===== src/rtl/iterative_subtractor33_if.sv =====
// Operand/result handshake bundle for iterative_subtractor33.
// master: the producer/consumer side that drives operands, flush and out_ready.
// slave : the subtractor itself.
//   flush               synchronous abort request
//   in_valid/in_ready   operand handshake, A/B are the WIDTH-bit operands
//   out_valid/out_ready result handshake, Diff/Borrow/Zero are the result fields
interface iterative_subtractor33_if #(
  parameter int WIDTH = 33
);
  logic             flush;
  logic             in_valid;
  logic             in_ready;
  logic [WIDTH-1:0] A;
  logic [WIDTH-1:0] B;
  logic             out_valid;
  logic             out_ready;
  logic [WIDTH:0]   Diff;
  logic             Borrow;
  logic             Zero;

  modport master (
    output flush, in_valid, A, B, out_ready,
    input  in_ready, out_valid, Diff, Borrow, Zero
  );

  modport slave (
    input  flush, in_valid, A, B, out_ready,
    output in_ready, out_valid, Diff, Borrow, Zero
  );
endinterface


===== src/rtl/iterative_subtractor33.sv =====
// Multi-cycle unsigned subtractor: Diff = A - B, CHUNK bits per clock, LSB chunk
// first, with the borrow carried between cycles in a register. Trades latency
// (WIDTH/CHUNK cycles) for a CHUNK-bit critical path.
// Ports:
//   clk  rising-edge clock
//   rst  asynchronous active-high reset
//   bus  iterative_subtractor33_if.slave (flush, operand and result handshakes)
//
// state | meaning
// ------+-----------------------------------------------------------
// IDLE  | in_ready=1, waiting for operands
// BUSY  | one chunk per clock, cnt selects the chunk
// DONE  | out_valid=1, result held until out_ready
module iterative_subtractor33 #(
  parameter int WIDTH = 33,
  parameter int CHUNK = 3
) (
  input logic                    clk,
  input logic                    rst,
  iterative_subtractor33_if.slave bus
);
  localparam int NCHUNK = WIDTH / CHUNK;
  localparam int CW     = (NCHUNK > 1) ? $clog2(NCHUNK) : 1;
  localparam logic [CW-1:0] LAST = CW'(NCHUNK - 1);

  if (WIDTH % CHUNK != 0) begin : g_bad_chunk
    $error("iterative_subtractor33: WIDTH must be a multiple of CHUNK");
  end

  typedef enum logic [1:0] {IDLE, BUSY, DONE} state_t;

  state_t           state_q, state_d;
  logic [WIDTH-1:0] a_q, b_q;
  logic [WIDTH:0]   diff_q;
  logic             zero_q;
  logic             borrow_q;
  logic [CW-1:0]    cnt_q;
  logic [CHUNK-1:0] a_chunk, b_chunk;
  logic [CHUNK:0]   sub;
  logic [WIDTH-1:0] diff_low_next;
  logic             last_chunk;

  // Chunk selection uses constant slices compared against cnt so no
  // variable part-select is needed.
  always_comb begin
    a_chunk = '0;
    b_chunk = '0;
    for (int k = 0; k < NCHUNK; k++) begin
      if (cnt_q == CW'(k)) begin
        a_chunk = a_q[k*CHUNK +: CHUNK];
        b_chunk = b_q[k*CHUNK +: CHUNK];
      end
    end
  end

  // One extra bit so the MSB is the borrow out of this chunk.
  assign sub = {1'b0, a_chunk} - {1'b0, b_chunk} - {{CHUNK{1'b0}}, borrow_q};

  // Low result field with the current chunk merged in; Zero is taken from
  // this on the last chunk so it sees the final digit too.
  always_comb begin
    diff_low_next = diff_q[WIDTH-1:0];
    for (int k = 0; k < NCHUNK; k++) begin
      if (cnt_q == CW'(k)) diff_low_next[k*CHUNK +: CHUNK] = sub[CHUNK-1:0];
    end
  end

  assign last_chunk = (cnt_q == LAST);

  always_ff @(posedge clk or posedge rst) begin
    if (rst) state_q <= IDLE;
    else     state_q <= state_d;
  end

  always_comb begin
    state_d = state_q;
    case (state_q)
      IDLE:    if (bus.in_valid)  state_d = BUSY;
      BUSY:    if (last_chunk)    state_d = DONE;
      DONE:    if (bus.out_ready) state_d = IDLE;
      default:                    state_d = IDLE;
    endcase
    if (bus.flush) state_d = IDLE;
  end

  always_ff @(posedge clk or posedge rst) begin
    if (rst) begin
      a_q      <= '0;
      b_q      <= '0;
      diff_q   <= '0;
      zero_q   <= 1'b0;
      borrow_q <= 1'b0;
      cnt_q    <= '0;
    end else if (bus.flush) begin
      borrow_q <= 1'b0;
      cnt_q    <= '0;
    end else begin
      case (state_q)
        IDLE: begin
          if (bus.in_valid) begin
            a_q      <= bus.A;
            b_q      <= bus.B;
            borrow_q <= 1'b0;
            cnt_q    <= '0;
          end
        end
        BUSY: begin
          diff_q[WIDTH-1:0] <= diff_low_next;
          borrow_q          <= sub[CHUNK];
          if (last_chunk) begin
            diff_q[WIDTH] <= sub[CHUNK];
            zero_q        <= (diff_low_next == '0);
            cnt_q         <= '0;
          end else begin
            cnt_q <= cnt_q + 1'b1;
          end
        end
        default: ;
      endcase
    end
  end

  assign bus.in_ready  = (state_q == IDLE);
  assign bus.out_valid = (state_q == DONE);
  assign bus.Diff      = diff_q;
  assign bus.Borrow    = diff_q[WIDTH];
  assign bus.Zero      = zero_q;
endmodule


===== src/flat_wrapper.sv =====
// flat-port wrapper written by rule: the top's interface ports become plain ports
module iterative_subtractor33_flat 
#(
  parameter int WIDTH = 33,
  parameter int CHUNK = 3
)
  (clk, rst, bus_flush, bus_in_valid, bus_A, bus_B, bus_out_ready, bus_in_ready, bus_out_valid, bus_Diff, bus_Borrow, bus_Zero);
  iterative_subtractor33_if #(.WIDTH(WIDTH)) bus_i ();
  input logic clk;
  input logic rst;
  input wire logic [$bits(bus_i.flush)-1:0] bus_flush;
  input wire logic [$bits(bus_i.in_valid)-1:0] bus_in_valid;
  input wire logic [$bits(bus_i.A)-1:0] bus_A;
  input wire logic [$bits(bus_i.B)-1:0] bus_B;
  input wire logic [$bits(bus_i.out_ready)-1:0] bus_out_ready;
  output wire logic [$bits(bus_i.in_ready)-1:0] bus_in_ready;
  output wire logic [$bits(bus_i.out_valid)-1:0] bus_out_valid;
  output wire logic [$bits(bus_i.Diff)-1:0] bus_Diff;
  output wire logic [$bits(bus_i.Borrow)-1:0] bus_Borrow;
  output wire logic [$bits(bus_i.Zero)-1:0] bus_Zero;
  assign bus_i.flush = bus_flush;
  assign bus_i.in_valid = bus_in_valid;
  assign bus_i.A = bus_A;
  assign bus_i.B = bus_B;
  assign bus_i.out_ready = bus_out_ready;
  assign bus_in_ready = bus_i.in_ready;
  assign bus_out_valid = bus_i.out_valid;
  assign bus_Diff = bus_i.Diff;
  assign bus_Borrow = bus_i.Borrow;
  assign bus_Zero = bus_i.Zero;
  iterative_subtractor33 #(.WIDTH(WIDTH), .CHUNK(CHUNK)) u_core (.clk(clk), .rst(rst), .bus(bus_i));
endmodule

===== config.mk =====
export PLATFORM = sky130hd
export DESIGN_NAME = iterative_subtractor33_flat
export DESIGN_NICKNAME = d
export VERILOG_FILES = /design/src/rtl/iterative_subtractor33_if.sv /design/src/rtl/iterative_subtractor33.sv /design/src/flat_wrapper.sv
export SDC_FILE = /design/constraint.sdc
export NUM_CORES = 1
export LEC_CHECK = 0
export CAP_MARGIN = 15
export CORE_AREA = 2 2 106 108
export DETAILED_ROUTE_END_ITERATION = 12
export DIE_AREA = 0 0 108 110
export PLACE_DENSITY = 0.77
export SETUP_SLACK_MARGIN = 0.02
export SYNTH_ARGS = -nofsm -noshare
export SYNTH_HDL_FRONTEND = slang
export SYNTH_SLANG_ARGS = --single-unit

===== constraint.sdc =====
create_clock -name clk -period 10.7 [get_ports clk]
set_input_delay 1.605 -clock clk [delete_from_list [all_inputs] [get_ports clk]]
set_output_delay 1.605 -clock clk [all_outputs]
set_load 0.02 [all_outputs]

# After elaboration in Yosys (flattened, before gate mapping)
# Index checks and enable logic that the tools add are counted.
[word_totals] in_bits=71 regBits=108
[classes] mux=45 reduce_logical=9 n_eq_ne=15 addsub=3 n_bitwise=1
[ops] operator="2-to-1 mux 3 bit" n=33
[ops] operator="zero test 33 bit" n=1
[ops] operator="equality test 4 x 3 -> 1 bit, second input constant" n=4
[ops] operator="equality test 4 bit, second input constant" n=3
[ops] operator="2-to-1 mux 4 bit" n=3
[ops] operator="AND reduction 3 bit" n=3
[ops] operator="equality test 4 x 2 -> 1 bit, second input constant" n=2
[ops] operator="2-to-1 mux 2 bit" n=4
[ops] operator="case mux 4 bit (2 select lines)" n=1
[ops] operator="inequality test 3 bit, second input constant" n=2
[ops] operator="case mux 2 bit (3 select lines)" n=1
[ops] operator="adder 4 x 1 -> 4 bit, second input constant" n=1
[ops] operator="equality test 4 x 1 -> 1 bit, second input constant" n=1
[ops] operator="zero test 4 bit" n=1
[ops] operator="AND reduction 2 bit" n=2
[ops] operator="subtractor 3 x 3 -> 4 bit" n=1
[ops] operator="subtractor 4 x 1 -> 4 bit" n=1
[ops] operator="inequality test 3 x 2 -> 1 bit, second input constant" n=1
[ops] operator="nonzero test 3 bit" n=1
[ops] operator="equality test 2 x 1 -> 1 bit, second input constant" n=1
[ops] operator="equality test 2 bit, second input constant" n=1
[ops] operator="zero test 2 bit" n=1
[ops] operator="2-to-1 mux 1 bit" n=2
[ops] operator="case mux 1 bit (2 select lines)" n=1
[ops] operator="NOT 1 bit" n=1

# Depth between registers and ports, before layout
# Gate-level depths: netlist (run 1).
[depth] ltp_word=16 mapped_depth=19 depth_no_buf=15

# Worst setup path after synthesis (run 1)
# Ideal clock, no wire load.
[synth_timing] kind="flip-flop to flip-flop" startpoint="reg u_core.cnt_q[1]" endpoint="reg u_core.zero_q, in the netlist u_core.bus.Zero" path_slack_ns=6.809 t_required_ns=10.633 setup_time_ns=0.067 t_arrival_ns=3.824 stages_incl_launch_ff=18 path_cell_list="dfrtp_1 > buf_2 > buf_4 > clkbuf_1 > clkbuf_1 > o21ai_0 > nand2_1 > o221ai_1 > nand2_1 > a31oi_1 > fa_1 > inv_1 > fa_1 > nor2b_1 > a31oi_1 > or4_1 > nor4_1 > a32o_1"
[synth_between] elab_chain_cells=16 elab_cells_between_ends=48 classes_between="add/sub (2); eq/ne (10); mux (33); reduce/logical (3)"
[synth_lines] item="start: declaration" line_no="iterative_subtractor33.sv:37" rtl="logic [CW-1:0] cnt_q;"
[synth_lines] item="start signal: assignment" line_no="iterative_subtractor33.sv:115" rtl="cnt_q <= cnt_q + 1'b1;"
[synth_lines] item="zero test 4 bit" line_no="iterative_subtractor33.sv:49, iterative_subtractor33.sv:64"
[synth_lines] item="2-to-1 mux 3 bit (11 in a row)" line_no="iterative_subtractor33.sv:49" rtl="if (cnt_q == CW'(k)) begin"
[synth_lines] item="subtractor 3 x 3 -> 4 bit" line_no="iterative_subtractor33.sv:57" rtl="assign sub = {1'b0, a_chunk} - {1'b0, b_chunk} - {{CHUNK{1'b0}}, borrow_q};"
[synth_lines] item="subtractor 4 x 1 -> 4 bit" line_no="iterative_subtractor33.sv:57"
[synth_lines] item="2-to-1 mux 3 bit" line_no="iterative_subtractor33.sv:64" rtl="if (cnt_q == CW'(k)) diff_low_next[k*CHUNK +: CHUNK] = sub[CHUNK-1:0];"
[synth_lines] item="zero test 33 bit" line_no="iterative_subtractor33.sv:112" rtl="zero_q <= (diff_low_next == '0);"
[synth_lines] item="end signal: assignment" line_no="iterative_subtractor33.sv:112"
[synth_lines] item="end: declaration" line_no="iterative_subtractor33.sv:35" rtl="logic zero_q;"
# Parallel ways exist; a longest one is shown, timed or not.
# A chain may end at the register's enable or synchronous reset.

# Worst setup path in the final report (run 1)
[layout_timing] startpoint="reg u_core.cnt_q[2]" endpoint="reg u_core.zero_q, in the netlist u_core.bus.Zero"
# The elaborated chain is that of the path after synthesis.

==> flow_summary.yaml, run 1 <==
cts:
  clk_path_buf_depth: 2
  cts_tree: "built"
  path_clk_slew_ns: 0.11
  cts_sinks: 108
  numCtsBuffers: 9
  clk_latency_ns: 0.39
  clock-root-buffer: "clkbuf_8"
  hold_buffers: 0
  post_cts_buffers: 0
  cts_resized: 0
  htreeDepth: 3
run_status:
  status: "complete, no violations"
route:
  drcViolationCount: 0
  highest_layer: "met4"
  num_vias: 3996
  routedWlPerCell_um: 18.6
  viasPerCell: 5.65
  dr_wl_met3_um: 826
  ant_nets: 0
  wirelength_mm: 13.1
  wl_met1_mm: 5.67
  wl_met2_mm: 6.49
  drt_iter0_markers: 328
  firstDrtPassIters: 5
cells_and_area:
  area_growth_pct: 25.9
  num_antenna_cells: 0
  final_cell_mix: "108 x clkdlybuf4s50_1, 108 x dfrtp_1, 81 x mux2_2"
  layout.nets: 637
  drive_gt1_share_pct: 20.1
  fillers: 886
  final_area_um2: 6660
logic_synthesis:
  syn_area_um2: 5290
  synthArstFlopShare_pct: 100
  yosys.area.top_type: "dfrtp_1"
  postSynthCellCount: 468
  synth-seq-cells: 108
  synth_flop_cell: "dfrtp_1"
  ys_warn_count: 0
  avgSynthCellArea_um2: 11.3
  seq_area_frac_synth_pct: 51.1
  synth_area_leaders: "dfrtp_1 51%, mux2_2 17%, nor2_1 2.9%"
  synth_edf_count: 0
  syn_nets: 543
  synth_cell_type_count: 59
  yosysTopAreaCellShare_pct: 51.1
grt:
  grt_max_degree: 78
  grt_pass1_wl_mm: 21.1
  antenna_found_initial: 0
  grt_pass1_vias: 4114
  grt_overflow_total: 0
  grt.total_usage_pct: 23.3
timing:
  drv_slew: 0
  rsz0062_at_grt: "no"
  worst_clock_skew_ns: 0.0137
  fmax_mhz: 197
  fin_ws_ns: 5.62
  hold_ws_ns: 0.489
  hold_viol_final: 0
  layout_min_cycle_time_ns: 5.08
  fin_crit_sh_pct: 47.5
  max_slew.worst_pin.slew_ns: 0.983
  setup_viol: 0
  relSlewSlack_pct: 34.0
  tns_ns: 0
power:
  seqPwrFrac_pct: 46.0
  switching_share_pct: 33.7
  p_leak_nw: 2.71
  p_per_area_nw_per_um2: 173
  internal_power_w: 0.000763
  combPwrFrac_pct: 31.3
  power_switching_w: 0.000388
  ir_drop_mv: 0.128
  p_clk_share_pct: 22.7
floorplanning:
  die_area_um2: 11900
  row_count: 38
  die_y_um: 110
  initial_utilization_pct: 49.4
  die_w_um: 108
  io_pins: 109
  core_area_um2: 10700
placed_design:
  dpl.hpwl_mm: 9.51
  placedInstanceArea_um2: 6450
  pre_cts_slack_ns: 5.70
  place_congestion: 0.898
  io_buffer_count: 108
hold_path:
  min-delay-start: "u_core.bus.Diff[30]"
  hold_path.class: "flop to flop"
  hold-path-endpoint: "u_core.bus.Diff[30]"
  holdPathStages: 2
setup_path:
  critical_path.max_fanout: 30
  cp_data_arrival_time_ns: 5.41
  r2r_start: "u_core.cnt_q[2]"
  path_class: "flop to flop"
  critPathCaptureType: "flop"
  rr_endpoint: "u_core.bus.Zero"
  r2r_slack_ns: 5.62
  startpoint_type: "flop"
  rr_worst_depth: 12
  cp.required_ns: 11.04
job:
  drv_cap: 0
[synthesized netlist by cell type, drive strengths merged, types with 6 or more instances]
cell type and instances:
nor2 41, nand2 37, dfrtp 108, inv 6, nand2b 8, mux2i 8, buf 16, clkbuf 13
nor2b 6, a21oi 29, nor3 8, mux2 81, a31oi 6, o21ai 30
[metrics by stage]
stage | cells | utilization, % | power [W]
6_report | 707 | 62.2 | 0.00115
2_1_floorplan | 468 | - | 0.000759
5_1_grt | 707 | 62.2 | 0.00121
3_3_place_gp | 691 | 60.3 | 0.000885
3_5_place_dp | 691 | 60.3 | 0.000898
4_1_cts | 707 | 62.2 | 0.00116
[layer usage]
metal	global-route usage [%]	vias to the layer above
met5	0	-
met4	5.59	0
met3	5.53	11
met2	39.3	130
met1	30.9	1969
li1	-	1886
[registers in the layout, summed over array words and instances, names as in the netlist]
| name | flops |
|---|---|
| u_core.bus.Diff | 34 |
| u_core.a_q | 33 |
| u_core.b_q | 33 |
| u_core.cnt_q | 4 |
| u_core.state_q | 2 |
| u_core.borrow_q | 1 |
| u_core.bus.Zero | 1 |
[worst max-delay path: stages (launching register included)]
cell and delay, ns:
dfrtp_1 0.94, clkinv_1 0.48, nor3_1 0.65, a221o_1 0.28
a222oi_1 0.11, fa_1 0.42, inv_1 0.10, fa_1 0.66
nor2b_1 0.29, a31oi_1 0.11, or4_1 0.50, nor4_1 0.30
a32o_1 0.19
[final cells by class]
cell class                      count  area (um^2)  share of cell area, %
Timing Repair Buffer              112         1110                   16.7
Tap cell                          140          175                   2.63
Sequential cell                   108         2700                   40.6
Clock inverter                      7         82.6                   1.24
Multi-Input combinational cell    324         2430                   36.5
Inverter                            7         28.8                  0.432
Clock buffer                        9          124                   1.86
[power groups by stage]
| stage | sequential, W | clock, W | combinational (W) |
|---|---|---|---|
| after CTS | 0.000530 | 0.000265 | 0.000362 |
| after global placement | 0.000535 | 0 | 0.000350 |
| final | 0.000530 | 0.000261 | 0.000360 |
| after floorplan | 0.000539 | 0 | 0.000220 |
| after global routing | 0.000539 | 0.000284 | 0.000391 |
| after detailed placement | 0.000538 | 0 | 0.000360 |
[kinds of logic (layout without fill, tap and decap cells)]
| group | after synthesis | after routing | synth area share (%) |
|---|---|---|---|
| adder cells (fa/ha/maj) | 4 | 4 | 1.23 |
| multiplexers | 93 | 93 | 20.5 |
| AO/OA/AOI/OAI | 97 | 97 | 11.5 |
| buffers and inverters | 36 | 135 | 3.12 |
| AND/OR/NAND/NOR | 127 | 127 | 12.0 |
| XOR/XNOR | 3 | 3 | 0.497 |
| flip-flops | 108 | 108 | 51.1 |
[how the worst max path moves through the flow]
stage,startpoint,end,cells after the start
after global placement,u_core.cnt_q[2],u_core.bus.Zero,12
after floorplan,rst,u_core.a_q[0],1
final,u_core.cnt_q[2],u_core.bus.Zero,12
after CTS,u_core.cnt_q[2],u_core.bus.Zero,12
after detailed placement,u_core.cnt_q[2],u_core.bus.Zero,12
after global routing,u_core.cnt_q[2],u_core.bus.Zero,12
Note: power is estimated with default switching activity, not from simulation.
==> run 2: changes to the inputs <==
CORE_AREA = 2 2 110 112   (was 2 2 106 108)
DIE_AREA = 0 0 112 114   (was 0 0 108 110)
PLACE_DENSITY = 0.75   (was 0.77)
clock period = 4.2 ns   (was 10.7 ns; I/O delays follow)
==> run 2 against run 1 <==
Register-to-register slack got worse by 5.5 ns. Global-route usage is 2.2 points lower. Core utilization shrank 3.2 points. Clock-buffer cell count is 2 higher. Total power rose to 2.7 times the previous value. First-iteration DRC count shrank 10%. Fmax rose by 24%. Largest cell class unchanged.
==> flow_summary.yaml, run 2 (synthesized netlist as in run 1, its figures left out) <==
grt:
  grt_max_degree: 81
  antenna_found_initial: 0
  grt.total_usage_pct: 21.1
  grt_pass1_wl_mm: 21.4
  grt_pass1_vias: 4117
  grt_overflow_total: 0
floorplanning:
  row_count: 40
  io_pins: 109
  die_area_um2: 12800
  initial_utilization_pct: 45.1
  core_area_um2: 11700
  die_w_um: 112
  die_y_um: 114
cts:
  clock-root-buffer: "clkbuf_16"
  cts_sinks: 108
  cts_resized: 0
  hold_buffers: 0
  numCtsBuffers: 9
  path_clk_slew_ns: 0.07
  htreeDepth: 3
  clk_path_buf_depth: 2
  clk_latency_ns: 0.35
  post_cts_buffers: 0
  cts_tree: "built"
timing:
  relSlewSlack_pct: 36.4
  worst_clock_skew_ns: 0.00631
  hold_viol_final: 0
  drv_slew: 0
  hold_ws_ns: 0.481
  setup_viol: 0
  fin_crit_sh_pct: 97.3
  fmax_mhz: 245
  layout_min_cycle_time_ns: 4.09
  fin_ws_ns: 0.114
  max_slew.worst_pin.slew_ns: 0.955
placed_design:
  dpl.hpwl_mm: 9.85
  placedInstanceArea_um2: 6590
  pre_cts_slack_ns: 0.211
  io_buffer_count: 108
  place_congestion: 0.962
cells_and_area:
  num_antenna_cells: 0
  final_common_cell: "clkdlybuf4s50_1"
  multi_input_area_um2: 2440
  largest_reg_flops: 34
  seq_area_um2: 2700
  fillers: 1007
  drive_gt1_share_pct: 22.9
  layout.nets: 655
  area_growth_pct: 30.6
  final_area_um2: 6910
  final_cell_mix: "108 x clkdlybuf4s50_1, 107 x dfrtp_1, 81 x mux2_2"
setup_path:
  critical_path.max_fanout: 3
  cp_data_arrival_time_ns: 4.37
  path_class: "flop to flop"
  cp.required_ns: 4.48
  startpoint_type: "flop"
  critPathCaptureType: "flop"
power:
  ir_drop_mv: 0.273
  p_per_area_nw_per_um2: 457
  power_switching_w: 0.00100
  internal_power_w: 0.00216
  seqPwrFrac_pct: 43.1
  p_leak_nw: 2.84
  switching_share_pct: 31.8
  p_total_w: 0.00316
  p_clk_share_pct: 26.7
  combPwrFrac_pct: 30.2
route:
  drcViolationCount: 0
  firstDrtPassIters: 5
  viasPerCell: 5.64
  routedWlPerCell_um: 18.3
  drt_iter0_markers: 295
  ant_nets: 0
  num_vias: 4132
  wirelength_mm: 13.4
job:
  drv_cap: 0
hold_path:
  hold_path.class: "flop to flop"
run_status:
  status: "complete, no violations"
run 2: changes by cell type in the layout (fill, tap and decap cells not counted), moves of 2 or more:
cell | before | now
inv_6 | 3 | 1
clkbuf_1 | 0 | 2
clkbuf_8 | 9 | 0
clkbuf_16 | 0 | 9
buf_4 | 4 | 21
run 2: worst paths after layout:
| check | start | endpoint | slack (ns) | depth (start not counted) |
|---|---|---|---|---|
| setup / recovery | u_core.cnt_q[0] | u_core.bus.Zero | 0.11 | 14 |
| hold / removal | u_core.bus.Diff[30] | u_core.bus.Diff[30] | 0.48 | 2 |
| setup reg to reg | u_core.cnt_q[0] | u_core.bus.Zero | 0.11 | 14 |
| hold reg to reg | u_core.bus.Diff[30] | u_core.bus.Diff[30] | 0.48 | 2 |
| max in group asynchronous | rst | u_core.bus.Diff[5] | 2.54 | 3 |
| min in group asynchronous | rst | u_core.b_q[28] | 0.86 | 2 |
run 2: layout make-up:
cell class	instances	share of cell area [%]
sequential	108	39.1
multi-input combinational	324	35.3
timing repair buffer	130	18.2
clock buffer	11	3.37
tap	147	2.66
clock inverter	5	0.870
inverter	7	0.471
run 2: through the flow:
step / setup TNS, ns / std cells / utilization [%]
6_report: 0 / 732 / 59.0
5_1_grt: -0.0138 / 732 / 59.0
4_1_cts: 0 / 732 / 58.8
3_5_place_dp: 0 / 716 / 56.3
3_3_place_gp: 0 / 716 / 56.3
2_1_floorplan: 0 / 468 / -
run 2: per-layer routing:
layer / up-vias / GRT usage (%) / part of all wire (%)
li1: 1922 / - / -
met5: - / 0 / 0
met1: 2040 / 28.3 / 44
met3: 14 / 3.13 / 5.6
met2: 156 / 36.0 / 49
met4: 0 / 6.59 / 1.5
run 2: critical path, cell delays in order, from the launching register on:
cell and delay [ns]:
dfrtp_1 0.40, mux4_2 0.50, nand2_1 0.08, a21oi_1 0.07
a221o_1 0.30, a222oi_1 0.39, fa_2 0.27, inv_1 0.06
fa_1 0.44, xor2_1 0.20, mux2i_1 0.17, nand2_1 0.06
or4_1 0.54, nor4_2 0.32, a32o_1 0.21
run 2: power groups by stage:
stage | Combinational, W | Sequential, W | Clock [W]
after floorplan | 0.000560 | 0.00137 | 0
after global placement | 0.000930 | 0.00138 | 0
after detailed placement | 0.000946 | 0.00138 | 0
after CTS | 0.000951 | 0.00136 | 0.000852
after global routing | 0.00104 | 0.00138 | 0.000895
final | 0.000955 | 0.00136 | 0.000842
==> run 3: changes to the inputs <==
CAP_MARGIN = 20   (was 15)
==> run 3 against run 2 <==
Clock skew is 0.0018 ns higher. Largest cell class unchanged. Combinational power increased by 0.5%. Sequential share of layout area shrank 0.16 points. Hold slack is essentially flat. Via count down 0.92%. Sequential cell count unchanged. Final area is 0.40% higher. Clock-buffer cell count unchanged. Total power increased by 0.10%. First-iteration DRC count fell by 14%. Highest routed layer unchanged.
==> flow_summary.yaml, run 3 (synthesized netlist as in run 1, its figures left out) <==
run_status:
  status: "complete, no violations"
timing:
  drv_slew: 0
  layout_min_cycle_time_ns: 4.08
  setup_viol: 0
  max_slew.worst_pin.slew_ns: 0.819
  fin_crit_sh_pct: 97.1
  fmax_mhz: 245
  relSlewSlack_pct: 45.4
  worst_clock_skew_ns: 0.00809
  hold_viol_final: 0
route:
  wirelength_mm: 13.4
  drcViolationCount: 0
  ant_nets: 0
  routedWlPerCell_um: 18.3
  firstDrtPassIters: 5
  drt_iter0_markers: 255
  viasPerCell: 5.59
  num_vias: 4094
floorplanning:
  die_w_um: 112
  die_area_um2: 12800
  row_count: 40
  initial_utilization_pct: 45.1
  core_area_um2: 11700
  io_pins: 109
  die_y_um: 114
grt:
  grt_pass1_vias: 4117
  gr-max-usage-layer: "met2"
  met2_usage_pct: 36.0
  grt_max_degree: 81
  antenna_found_initial: 0
  grt_pass1_wl_mm: 21.4
  grt_overflow_total: 0
  grt.total_usage_pct: 21.1
  grt_use_met1_pct: 28.3
  grt_use_met3_pct: 3.13
setup_path:
  path_class: "flop to flop"
  slowest_stage: "or4_1"
  crit_chain: "mux4_2 -> nand2_1 -> a21oi_1 -> a221o_1 -> a222oi_1 -> fa_2 -> inv_1 -> fa_1 -> xor2_1 -> mux2i_1 -> nand2_1 -> or4_1 -> nor4_2 -> a32o_1"
  critPathCaptureType: "flop"
  cp_top_family: "simple AND/OR/NAND/NOR gates"
  critical_path.max_fanout: 3
  cp_num_buf_inv: 1
  crit_top_cell: "nand2_1"
  slowest_delay_ns: 0.54
  cp_data_arrival_time_ns: 4.35
  startpoint_type: "flop"
  cp.required_ns: 4.48
cells_and_area:
  layout.nets: 656
  num_antenna_cells: 0
  final_core_utilization_pct: 59.2
  drive_gt1_share_pct: 23.0
  seq_area_um2: 2700
  final_cell_mix: "108 x clkdlybuf4s50_1, 107 x dfrtp_1, 81 x mux2_2"
  area_growth_pct: 31.1
  fillers: 1005
  largest_reg_flops: 34
  multi_input_area_um2: 2440
  final_common_cell: "clkdlybuf4s50_1"
  final_cells: 733
cts:
  cts_tree: "built"
  cts_sinks: 108
  clk_path_buf_depth: 2
  numCtsBuffers: 9
  htreeDepth: 3
  path_clk_slew_ns: 0.07
  clock-root-buffer: "clkbuf_16"
  clk_latency_ns: 0.34
  post_cts_buffers: 0
power:
  ir_drop_mv: 0.275
  p_per_area_nw_per_um2: 456
  p_leak_nw: 2.86
placed_design:
  io_buffer_count: 108
  dpl.hpwl_mm: 9.85
  place_congestion: 0.962
  placed_cells: 716
hold_path:
  hold_path.class: "flop to flop"
job:
  drv_cap: 0
==> run 3: path summary, 6_finish.rpt <==
path                                        to                 from  slack, ns  cells past startpoint
max                            u_core.bus.Zero      u_core.cnt_q[0]       0.12                     14
min                        u_core.bus.Diff[30]  u_core.bus.Diff[30]       0.48                      2
max reg2reg                    u_core.bus.Zero      u_core.cnt_q[0]       0.12                     14
min reg2reg                u_core.bus.Diff[30]  u_core.bus.Diff[30]       0.48                      2
max in group asynchronous   u_core.bus.Diff[2]                  rst       2.75                      4
min in group asynchronous       u_core.b_q[26]                  rst       0.64                      2
==> run 3: metal layers <==
layer / part of all wire (%) / up-vias
li1: - / 1924
met1: 44 / 2041
met2: 50 / 120
met3: 4.7 / 9
met4: 1.0 / 0
met5: 0 / -
==> run 3: worst min-delay path, cell delays in order (launching register included) <==
cell and delay, ns:
dfrtp_1 0.34, nand2_1 0.04, o21ai_0 0.06
==> run 3: area by class of cell <==
cell class	count	share of cell area, %
multi-input cells	324	35.2
repair buffers	131	18.5
flip-flops and latches	108	39.0
well taps	147	2.65
inverters	7	0.469
clock inverters	5	0.866
clock buffers	11	3.36
==> run 3: report_power, final <==
| group | switching [W] | total, W | internal (W) |
|---|---|---|---|
| clock network | 0.000374 | 0.000840 | 0.000465 |
| logic | 0.000489 | 0.000960 | 0.000470 |
| registers | 0.000141 | 0.00136 | 0.00122 |
==> run 3: repair_timing <==
| action | in CTS | in global routing |
|---|---|---|
| hold buffers | 0 | 0 |
| endpoints found under the setup margin | 0 | 1 |
| gates resized for setup | 0 | 7 |
==> run 3: metrics by stage <==
step	instance area [um^2]	power [W]	setup WS, ns	hold slack, ns	setup TNS (ns)
final	6930	0.00316	0.122	0.481	0
after global routing	6930	0.00332	-0.0138	0.521	-0.0138
after CTS	6880	0.00316	0.181	0.488	0
after detailed placement	6590	0.00233	0.211	0.473	0
after global placement	6590	0.00231	0.379	0.465	0
after floorplan	5290	0.00193	0.309	0.470	0
